File: src/rtl/downstream_req_fifo.sv
// Change-filtered request queue feeding a downstream RAM write port.
// A sample is queued only when it differs from the previous offered sample
// (or is the first after reset). Queued entries leave in strict arrival order.
// DEPTH must be a power of two in the range 2..16 so pointers wrap naturally.
module downstream_req_fifo #(
  parameter int DEPTH = 4
) (
  input  logic                    clk,
  input  logic                    rst_n,
  input  logic                    in_valid,
  input  logic [4:0]              client_id,
  input  logic [15:0]             amount,
  input  logic                    mem_ready,
  output logic                    mem_valid,
  output logic                    mem_rw,
  output logic [13:0]             mem_wrindex,
  output logic [31:0]             mem_data,
  output logic [$clog2(DEPTH):0]  count,
  output logic                    overflow
);

  localparam int AW = $clog2(DEPTH);
  localparam int CW = AW + 1;
  localparam logic [CW-1:0] FULL_CNT = CW'(DEPTH);

  // Only client id and amount are stored; the rest of each request is constant.
  logic [4:0]  id_mem  [DEPTH];
  logic [15:0] amt_mem [DEPTH];

  logic [AW-1:0] wr_ptr_q, wr_ptr_d;
  logic [AW-1:0] rd_ptr_q, rd_ptr_d;
  logic [CW-1:0] count_q, count_d;
  logic          overflow_q, overflow_d;
  logic          seen_q, seen_d;
  logic [4:0]    last_id_q, last_id_d;
  logic [15:0]   last_amt_q, last_amt_d;

  logic changed;
  logic full;
  logic pop;
  logic push;

  // Change detect, handshake and next-state computation.
  always_comb begin
    changed    = in_valid && (!seen_q || (client_id != last_id_q) || (amount != last_amt_q));
    full       = (count_q == FULL_CNT);
    pop        = (count_q != '0) && mem_ready;
    // At full, a same-edge pop frees the slot the new sample needs.
    push       = changed && (!full || pop);

    wr_ptr_d   = push ? wr_ptr_q + AW'(1) : wr_ptr_q;
    rd_ptr_d   = pop  ? rd_ptr_q + AW'(1) : rd_ptr_q;

    count_d    = count_q;
    if (push && !pop) begin
      count_d = count_q + CW'(1);
    end else if (pop && !push) begin
      count_d = count_q - CW'(1);
    end

    overflow_d = overflow_q || (changed && !push);

    seen_d     = seen_q || in_valid;
    last_id_d  = in_valid ? client_id : last_id_q;
    last_amt_d = in_valid ? amount    : last_amt_q;
  end

  // Control state with synchronous active-low reset; reset-cycle samples are ignored.
  always_ff @(posedge clk) begin
    if (!rst_n) begin
      wr_ptr_q   <= '0;
      rd_ptr_q   <= '0;
      count_q    <= '0;
      overflow_q <= 1'b0;
      seen_q     <= 1'b0;
      last_id_q  <= '0;
      last_amt_q <= '0;
    end else begin
      wr_ptr_q   <= wr_ptr_d;
      rd_ptr_q   <= rd_ptr_d;
      count_q    <= count_d;
      overflow_q <= overflow_d;
      seen_q     <= seen_d;
      last_id_q  <= last_id_d;
      last_amt_q <= last_amt_d;
    end
  end

  // Queue storage; contents are left as-is by reset since count gates visibility.
  always_ff @(posedge clk) begin
    if (rst_n && push) begin
      id_mem[wr_ptr_q]  <= client_id;
      amt_mem[wr_ptr_q] <= amount;
    end
  end

  // Head request comes straight from stored entries; zeroed while the queue is empty.
  always_comb begin
    mem_valid   = (count_q != '0);
    mem_rw      = mem_valid;
    mem_wrindex = '0;
    mem_data    = '0;
    if (mem_valid) begin
      mem_wrindex = {5'b0, id_mem[rd_ptr_q], 4'b0000};
      mem_data    = {16'b0, amt_mem[rd_ptr_q]};
    end
    count    = count_q;
    overflow = overflow_q;
  end

endmodule

File: config.mk
export PLATFORM = sky130hd
export DESIGN_NAME = downstream_req_fifo
export DESIGN_NICKNAME = d
export VERILOG_FILES = /design/src/rtl/downstream_req_fifo.sv
export SDC_FILE = /design/constraint.sdc
export NUM_CORES = 1
export LEC_CHECK = 0
export CAP_MARGIN = 20
export CELL_PAD_IN_SITES_DETAIL_PLACEMENT = 0
export CELL_PAD_IN_SITES_GLOBAL_PLACEMENT = 1
export CORE_ASPECT_RATIO = 1.5
export CORE_MARGIN = 2
export CORE_UTILIZATION = 40
export DETAILED_ROUTE_END_ITERATION = 16
export GPL_TIMING_DRIVEN = 1
export HOLD_SLACK_MARGIN = 0.06
export PLACE_DENSITY = 0.8
export SLEW_MARGIN = 10
export SYNTH_ARGS = -nofsm -noshare
export SYNTH_HDL_FRONTEND = slang
export SYNTH_SLANG_ARGS = --single-unit
File: constraint.sdc
create_clock -name clk -period 2.8 [get_ports clk]
set_clock_uncertainty 0.2 [all_clocks]
set_input_delay 0.56 -clock clk [delete_from_list [all_inputs] [get_ports clk]]
set_output_delay 0.56 -clock clk [all_outputs]
set_load 0.02 [all_outputs]
==> results of run 1 <==
layout by cell type (no fill, tap or decap), types with 2 or more instances in the layout:
| master | synthesis | routed |
|---|---|---|
| conb_1 | 1 | 25 |
| clkinv_2 | 0 | 4 |
| a21oi_1 | 2 | 2 |
| dfxtp_1 | 32 | 31 |
| dlymetal6s2s_1 | 0 | 5 |
| ha_1 | 5 | 4 |
| xnor2_1 | 24 | 23 |
| nand2_1 | 6 | 6 |
| clkdlybuf4s50_1 | 0 | 21 |
| and2_2 | 4 | 4 |
| clkbuf_8 | 0 | 2 |
| dlygate4sd2_1 | 0 | 25 |
| buf_12 | 0 | 9 |
| clkbuf_16 | 0 | 18 |
| clkinvlp_4 | 0 | 4 |
| inv_1 | 3 | 3 |
| nand3_1 | 3 | 3 |
| nor2b_1 | 23 | 23 |
| and2_1 | 25 | 25 |
| mux2i_1 | 23 | 23 |
| clkbuf_1 | 9 | 3 |
| buf_4 | 26 | 30 |
| or3_1 | 2 | 2 |
| nand4_1 | 6 | 6 |
| edfxtp_1 | 84 | 84 |
| mux4_2 | 21 | 21 |
registers in the layout, indices dropped and copies added, names as in the netlist, named ones only:
register / cells
overflow: 1
last_amt_q: 16
count: 3
amt_mem: 64
wr_ptr_q: 2
rd_ptr_q: 2
last_id_q: 5
seen_q: 1
id_mem: 20
routing by layer:
metal,share of wire (%),global-route usage (%)
met3,4.2,4.95
met1,38,17.5
met5,0,0
met4,2.4,7.48
met2,55,28.9
area by class of cell:
cell class | instances | area share (%)
clock buffer | 22 | 7.18
clock inverter | 10 | 1.30
inverter | 3 | 0.174
multi-input combinational | 181 | 25.1
sequential | 116 | 49.0
tap | 153 | 2.96
timing repair buffer | 91 | 14.3
critical path: stages (launching register included):
cell and delay [ns]:
dfxtp_1 0.37, or3_1 0.43, buf_4 0.21, clkdlybuf4s50_1 0.54
how the worst min path moves through the flow:
stage              from  endpoint  slack [ns]  depth (start not counted)
6_report         seen_q    seen_q        0.26                          1
5_1_grt          seen_q    seen_q        0.27                          1
4_1_cts          seen_q    seen_q        0.26                          1
3_5_place_dp   overflow  overflow        0.25                          1
3_3_place_gp     seen_q    seen_q        0.23                          1
2_1_floorplan    seen_q    seen_q        0.23                          1
timing repair:
action	in CTS	in global routing
gates resized for setup	28	10
gates cloned	0	1
buffers inserted	0	1
pin swaps	1	5
setup endpoints to repair	22	4
endpoints found under the hold margin	0	0
stage by stage:
stage	total power, mW	setup WS [ns]	TNS, ns	hold slack (ns)
2_1_floorplan	3.17	0.0986	0	0.228
3_3_place_gp	3.96	-0.376	-18.12	0.234
3_5_place_dp	3.99	-0.494	-21.42	0.247
4_1_cts	5.84	0.00410	0	0.260
5_1_grt	6.10	0.000841	0	0.270
6_report	5.82	0.0620	0	0.259
report_power, final:
group	internal (mW)	switching, mW	total (mW)	leakage [nW]
Combinational	0.867	0.909	1.78	1.16
Clock	1.25	0.718	1.97	0.259
Sequential	1.99	0.0879	2.08	1.03
Total	4.11	1.71	5.82	2.45
logic make-up (layout without fill, tap and decap cells):
group,Yosys count,count (layout)
AO/OA/AOI/OAI,9,9
adder cells (fa/ha/maj),6,6
AND/OR/NAND/NOR,72,72
flip-flops,116,116
multiplexers,44,44
buffers and inverters,42,126
XOR/XNOR,25,25
other,1,25
==> metrics.md, run 1 <==
| Metric | Value |
|---|---|
| Largest net degree at the start of global routing | 36 |
| Synth Instances | 315 |
| GR Overflow Total | 0 |
| Syn_area_per_cell | 15.7 µm² |
| Final nets | 441 |
| Die Wd | 94.8 µm |
| Clock Pin Slew Worst Setup and Hold Paths | 0.05 ns |
| Register area share after synthesis | 63.9% |
| Distinct cell type count after synthesis | 31 |
| Ys async rst share | 0% |
| Largest family of logic cells by synthesized area | multiplexers |
| Highest Clock Rate | ~370 MHz |
| Worst-Skew Late Latency | roughly 0.41 ns |
| Critical path data required time | 2.04 ns |
| Starting density of the core | 41.2% |
| Final Instance Count excl. Fillers | roughly 580 |
| Post-synthesis xor/xnor area fraction | around 4.4% |
| Setup crit start kind | flip-flop |
| Gpl congestion | 0.755 |
| Router iterations before antenna repair | 4 |
| Reg2Reg Setup Slack | 0.31 ns |
| Vias | 2808 |
| CTS tree | yes |
| # diodes | 0 |
| Reg-to-reg startpoint | count[0] |
| Post-layout util | 53.8% |
| FF/Latch Area | between 3000 and 4000 µm² |
| Setup crit start | count[0] |
| Final Hold Viols | 0 |
| Post-synth top cells | edfxtp_1 (84), dfxtp_1 (32), buf_4 (26) |
| # placed instances | 542 |
| Final wirelength | between 10000 and 15000 µm |
| Num CTS Buffers | 17 |
| Starting DRT DRC Count | 123 |
| Compound-Gate Fraction of Synth Area | 1.31% |
| Root Driver | clkbuf_16 |
| Area after DPL | 5880 µm² |
| Fill cell count | 987 |
| EDFF count, synth | 84 |
| First-pass GRT wire length | 15600 µm |
| TritonCTS Sinks | between 100 and 150 |
| Most numerous cell in the Yosys netlist | edfxtp_1 |
| Vias in the first global route | 2955 |
| Ratio of cells with drive above 1 in the final layout | 23.2% |
| CP endpoint kind | output port |
| Post-synthesis simple-gate area fraction | under 10% |
| HP Class | reg -> reg |
| Initial antenna violation count | 0 |
| Slew Limit Fails | 0 |
| HPWL after DPL | 6670 µm |
| Die Y | 140 µm |
| Multi-input gate area in the final layout | 1630 µm² |
| PortBufs | 51 |
| WL per Instance | 17.4 µm |
| Post-route ant nets | 0 |
| Final Cell Area | about 6500 µm² |
| Crit path time final | roughly 2.7 ns |
| FF+latch count, synth | 116 |
| Core Rows | between 40 and 50 |
| Leak Pwr | 2.45 nW |
| Netlist Area Pre-Place | 4950 µm² |
| Max FO, Critical Path | 11 |
| CTS Hold Buffers Added | 0 |
| Clock buffer depth | 2 |
| Final setup fails | 0 |
| Worst VDD drop | 519 µV |
| Yosys Warn Count | 0 |
| WP data arrival | 1.98 ns |
| Crit Path Category | reg -> out |
| Core Area | 12000 µm² |
| Reg2Reg Depth | 8 |
| Synth-to-Final Area Change | 30.6% |
| Outcome | completed |
| Mux cell area share after synthesis | roughly 14% |
| RSZ-0062 raised after global routing | false |
| Vias per cell | 4.88 |
| Pwr Density | 901 nW/µm² |
| Synth Area in Adders | 1.67% |
| Yosys top cell area share | 51.0% |
| # DRC | 0 |
| Final worst-path cycle share | 97.8% |
| Max-cap violations | 0 |
| GRT Util Overall | between 15 and 20% |
| Most used DFF post-synth | edfxtp_1 |
| Die area | 13300 µm² |
| H-tree Lvls | 4 |
| CP Capture Point | mem_valid |
| Synth area leaders | edfxtp_1 (51%), dfxtp_1 (13%), mux4_2 (9.6%) |
| Top-level I/O count | 77 |
| FF-to-FF End | count[2] |
| Area leader, netlist | edfxtp_1 |
No activity file was read; power rests on OpenSTA's default activity.
==> run 2, diff against run 1 <==
CORE_UTILIZATION = 42   (was 40)
CTS_BUF_LIST = sky130_fd_sc_hd__clkbuf_2   (was not set)
PLACE_DENSITY = 0.83   (was 0.8)
==> metrics.md, run 2 (synthesized netlist as in run 1, its figures left out) <==
| Metric | Value |
|---|---|
| Top flop regs | amt_mem: 64 flops, id_mem: 20 flops, last_amt_q: 16 flops (unchanged) |
| Power, Total | 5.45 mW (was 5.82 mW) |
| Crit path time final | 2.78 ns (was 2.74 ns) |
| Highest Clock Rate | 360 MHz (was 365 MHz) |
| WP data arrival | 2.02 ns (was 1.98 ns) |
| TritonCTS Sinks | 116 (unchanged) |
| Vias | 2745 (was 2808) |
| Worst VDD drop | 555 µV (was 519 µV) |
| CP endpoint kind | output port (unchanged) |
| Top-level I/O count | 77 (unchanged) |
| Die area | 12700 µm² (was 13300 µm²) |
| Die Wd | 92.6 µm (was 94.8 µm) |
| GR Overflow Total | 0 (unchanged) |
| # DRC | 0 (unchanged) |
| Core Rows | 48 (was 49) |
| Setup TNS | 0 ns (unchanged) |
| Outcome | completed (unchanged) |
| Leak Pwr | 2.31 nW (was 2.45 nW) |
| Pre-CTS setup slack | -0.564 ns (was -0.494 ns) |
| Critical path data required time | 2.04 ns (about the same) |
| Router iterations before antenna repair | 5 (was 4) |
| Max FO, Critical Path | 8 (was 11) |
| PortBufs | 51 (unchanged) |
| Starting DRT DRC Count | 132 (was 123) |
| Starting density of the core | 42.9% (was 41.2%) |
| Largest net degree at the start of global routing | 36 (unchanged) |
| Synth-to-Final Area Change | 26.5% (was 30.6%) |
| Reg2Reg Setup Slack | 0.24 ns (was 0.31 ns) |
| Clock Pin Slew Worst Setup and Hold Paths | 0.15 ns (was 0.05 ns) |
| Initial antenna violation count | 1 (was 0) |
| Setup crit start kind | flip-flop (unchanged) |
| Final Cell Area | 6260 µm² (was 6460 µm²) |
| GRT Util Overall | 16.1% (was 16.3%) |
| Core Area | 11500 µm² (was 12000 µm²) |
| HP Class | reg -> reg (unchanged) |
| Num CTS Buffers | 17 (unchanged) |
| Slew Limit Fails | 0 (unchanged) |
| # placed instances | 536 (was 542) |
| Max-cap violations | 0 (unchanged) |
| Commonest non-fill, non-tap cell in the layout | edfxtp_1 (unchanged) |
| HPWL after DPL | 6380 µm (was 6670 µm) |
| Commonest cells after routing, fill and taps aside | edfxtp_1 (84), dfxtp_1 (30), clkdlybuf4s50_1 (28), conb_1 (25) (was edfxtp_1 (84), dfxtp_1 (31), buf_4 (30)) |
| RSZ-0062 raised after global routing | true (was false) |
| CTS Hold Buffers Added | 0 (unchanged) |
| Die Y | 137 µm (was 140 µm) |
| WL per Instance | 16.7 µm (was 17.4 µm) |
| Root Driver | clkbuf_2 (was clkbuf_16) |
| Crit Path Category | reg -> out (unchanged) |
| Worst-Skew Late Latency | 0.65 ns (was 0.41 ns) |
| First-pass GRT wire length | 14700 µm (was 15600 µm) |
| Post-route ant nets | 0 (unchanged) |
| Final setup fails | 0 (unchanged) |
| Final nets | 436 (was 441) |
| Final wirelength | 9500 µm (was 10000 µm) |
| Final worst-path cycle share | 99.3% (was 97.8%) |
| Vias per cell | 4.82 (was 4.88) |
| Final Instance Count excl. Fillers | 569 (was 576) |
| Area after DPL | 5850 µm² (was 5880 µm²) |
| Ratio of cells with drive above 1 in the final layout | 33.0% (was 23.2%) |
| Vias in the first global route | 2796 (was 2955) |
| Gpl congestion | 0.756 (was 0.755) |
| Max FFs per register | 64 (unchanged) |
| Clock buffer depth | 2 (unchanged) |
| Final Hold Viols | 0 (unchanged) |
| H-tree Lvls | 4 (unchanged) |
| Pwr Density | 870 nW/µm² (was 901 nW/µm²) |
| Biggest register | amt_mem (unchanged) |
| Setup WS post-layout | 0.0194 ns (was 0.0620 ns) |
| CTS tree | yes (unchanged) |
-- run 2: final timing paths --
| kind | cells after the start | start | endpoint |
|---|---|---|---|
| max reg2reg | 10 | last_amt_q[0] | count[2] |
| max | 4 | flip-flop | mem_data[0] |
| min | 1 | seen_q | seen_q |
| min reg2reg | 1 | seen_q | seen_q |
-- run 2: layer usage --
layer	vias up	track usage, %	share of wire [%]
li1	1288	-	-
met1	1374	16.5	38
met4	0	7.68	1.6
met2	70	30.5	57
met3	13	4.02	3.4
met5	-	0	0
-- run 2: layout make-up --
class | instances | area, µm²
inverters | 3 | 11.3
fillers | 936 | 5270
clock inverters | 12 | 185
diodes | 1 | 2.50
well taps | 150 | 188
flip-flops and latches | 116 | 3170
clock buffers | 20 | 100
multi-input cells | 181 | 1680
repair buffers | 86 | 926
-- run 2: critical path: stages, from the launching register on --
cell	delay (ns)
dfxtp_4	0.42
buf_12	0.15
mux4_2	0.52
and2_4	0.18
buf_6	0.12
-- run 2: power by group --
group	switching (mW)	internal, mW	leakage, nW	total [mW]
clock network	0.597	0.676	0.174	1.27
registers	0.0849	1.99	1.03	2.07
logic	0.958	1.15	1.11	2.10
total	1.64	3.81	2.31	5.45
-- run 2: repair_timing --
action	CTS	global route
endpoints found under the setup margin	23	24
setup buffers	0	0
resized for setup	161	5
pin swaps	3	0
-- run 2: stage by stage --
| step | utilization (%) | hold WS [ns] |
|---|---|---|
| finish | 54.3 | 0.278 |
| global route | 54.3 | 0.286 |
| CTS | 54.2 | 0.280 |
| detailed placement | 50.7 | 0.244 |
| global placement | 50.7 | 0.241 |
| floorplan | - | 0.228 |
==> run 3, diff against run 2 <==
MAX_ROUTING_LAYER = met4   (was not set)
==> metrics.md, run 3 (synthesized netlist as in run 1, its figures left out) <==
| Metric | Value |
|---|---|
| CTS Hold Buffers Added | 0 (unchanged) |
| Commonest cells after routing, fill and taps aside | edfxtp_1 (84), dfxtp_1 (30), clkdlybuf4s50_1 (28), conb_1 (25) (unchanged) |
| CTS tree | yes (unchanged) |
| Starting DRT DRC Count | 145 (was 132) |
| Internal power | 3.81 mW (about the same) |
| Critical path data required time | 2.04 ns (about the same) |
| Ratio of cells with drive above 1 in the final layout | 33.0% (unchanged) |
| Slew Limit Fails | 0 (unchanged) |
| Max FFs per register | 64 (unchanged) |
| Logic pwr share | 38.6% (about the same) |
| GR Overflow Total | 0 (unchanged) |
| Biggest register | amt_mem (unchanged) |
| Reg2Reg Setup Slack | 0.24 ns (about the same) |
| Vias | 2727 (was 2745) |
| Final worst-path cycle share | 99.9% (was 99.3%) |
| # DRC | 0 (unchanged) |
| Setup TNS | 0 ns (unchanged) |
| First-pass GRT wire length | 14700 µm (about the same) |
| Leak Pwr | 2.31 nW (unchanged) |
| Clock power share | 23.4% (about the same) |
| Core Rows | 48 (unchanged) |
| Commonest non-fill, non-tap cell in the layout | edfxtp_1 (unchanged) |
| Worst-Skew Late Latency | 0.66 ns (was 0.65 ns) |
| Final nets | 436 (unchanged) |
| RSZ-0062 raised after global routing | true (unchanged) |
| Setup crit start kind | flip-flop (unchanged) |
| Gpl congestion | 0.766 (was 0.756) |
| Seq pwr share | 38.0% (about the same) |
| Top-level I/O count | 77 (unchanged) |
| Worst VDD drop | 554 µV (was 555 µV) |
| Area after DPL | 5850 µm² (unchanged) |
| TritonCTS Sinks | 116 (unchanged) |
| Post-route ant nets | 0 (unchanged) |
| Final Hold Viols | 0 (unchanged) |
| Outcome | completed (unchanged) |
| Synth-to-Final Area Change | 26.5% (unchanged) |
| WP data arrival | 2.04 ns (was 2.02 ns) |
| Die Wd | 92.6 µm (unchanged) |
| Max FO, Critical Path | 8 (unchanged) |
| Crit path time final | 2.80 ns (was 2.78 ns) |
| HPWL after DPL | 6380 µm (unchanged) |
| Vias in the first global route | 2799 (was 2796) |
| Core Area | 11500 µm² (unchanged) |
| Max-cap violations | 0 (unchanged) |
| Die area | 12700 µm² (unchanged) |
| Fill cell count | 936 (unchanged) |
| Largest net degree at the start of global routing | 36 (unchanged) |
| Sw Ratio | 30.2% (was 30.1%) |
| PortBufs | 51 (unchanged) |
| HP Class | reg -> reg (unchanged) |
| Final wirelength | 9530 µm (was 9500 µm) |
| GRT Util Overall | 16.7% (was 16.1%) |
| Router iterations before antenna repair | 4 (was 5) |
| Num CTS Buffers | 17 (unchanged) |
| Initial antenna violation count | 1 (unchanged) |
| NetSw | 1.64 mW (about the same) |
| Highest Clock Rate | 357 MHz (was 360 MHz) |
| Final Cell Area | 6260 µm² (unchanged) |
| Die Y | 137 µm (unchanged) |
| Root Driver | clkbuf_2 (unchanged) |
| H-tree Lvls | 4 (unchanged) |
| Pwr Density | 871 nW/µm² (was 870 nW/µm²) |
| Postcts setup bufs | 0 (unchanged) |
| Clock Pin Slew Worst Setup and Hold Paths | 0.16 ns (was 0.15 ns) |
| Starting density of the core | 42.9% (unchanged) |
| WL per Instance | 16.8 µm (was 16.7 µm) |
| Top flop regs | amt_mem: 64 flops, id_mem: 20 flops, last_amt_q: 16 flops (unchanged) |
| CP endpoint kind | output port (unchanged) |
| Crit Path Category | reg -> out (unchanged) |
| Vias per cell | 4.79 (was 4.82) |
| Clock buffer depth | 2 (unchanged) |
| Power, Total | 5.45 mW (about the same) |
| Final setup fails | 0 (unchanged) |
## run 3: worst paths after layout
check | end | start | cells after the start
setup / recovery | mem_data[0] | flip-flop | 4
hold / removal | seen_q | seen_q | 1
hold reg to reg | seen_q | seen_q | 1
setup reg to reg | count[2] | last_amt_q[0] | 10
## run 3: repair_timing
item | in CTS | in global routing
gates resized for setup | 161 | 5
pin swaps | 3 | 0
endpoints found under the setup margin | 23 | 24
cloned | 0 | 0
## run 3: critical path, stage by stage (launching register included)
cell and delay (ns):
dfxtp_4 0.42, buf_12 0.15, mux4_2 0.51, and2_4 0.18, buf_6 0.12
## run 3: final cells by class
| class | count | area, µm² | area share [%] |
|---|---|---|---|
| diodes | 1 | 2.50 | 0.0400 |
| clock buffers | 20 | 100 | 1.60 |
| clock inverters | 12 | 185 | 2.96 |
| inverters | 3 | 11.3 | 0.180 |
| multi-input cells | 181 | 1680 | 26.8 |
| flip-flops and latches | 116 | 3170 | 50.6 |
| well taps | 150 | 188 | 3.00 |
| repair buffers | 86 | 926 | 14.8 |
## run 3: metrics by stage
step           util [%]  hold slack [ns]  std cells  setup slack [ns]
6_report           54.3            0.277        569           0.00165
5_1_grt            54.3            0.286        569            -0.112
4_1_cts            54.2            0.280        568           -0.0565
3_5_place_dp       50.7            0.244        536            -0.564
3_3_place_gp       50.7            0.241        536            -0.437
2_1_floorplan         -            0.228        339            0.0986
## run 3: metal layers
metal,vias to the layer above,wire (µm),track usage [%]
met5,-,0,-
met4,0,163,7.68
met3,14,360,4.13
met2,70,5420,30.5
met1,1356,3590,16.5
li1,1287,-,-
## run 3: power by group through the flow
stage	Sequential, mW	Clock (mW)	Combinational (mW)
2_1_floorplan	2.10	0	1.07
3_3_place_gp	2.09	0	1.84
5_1_grt	2.09	1.37	2.25
3_5_place_dp	2.09	0	1.86
6_report	2.07	1.28	2.10
4_1_cts	2.07	1.29	2.13
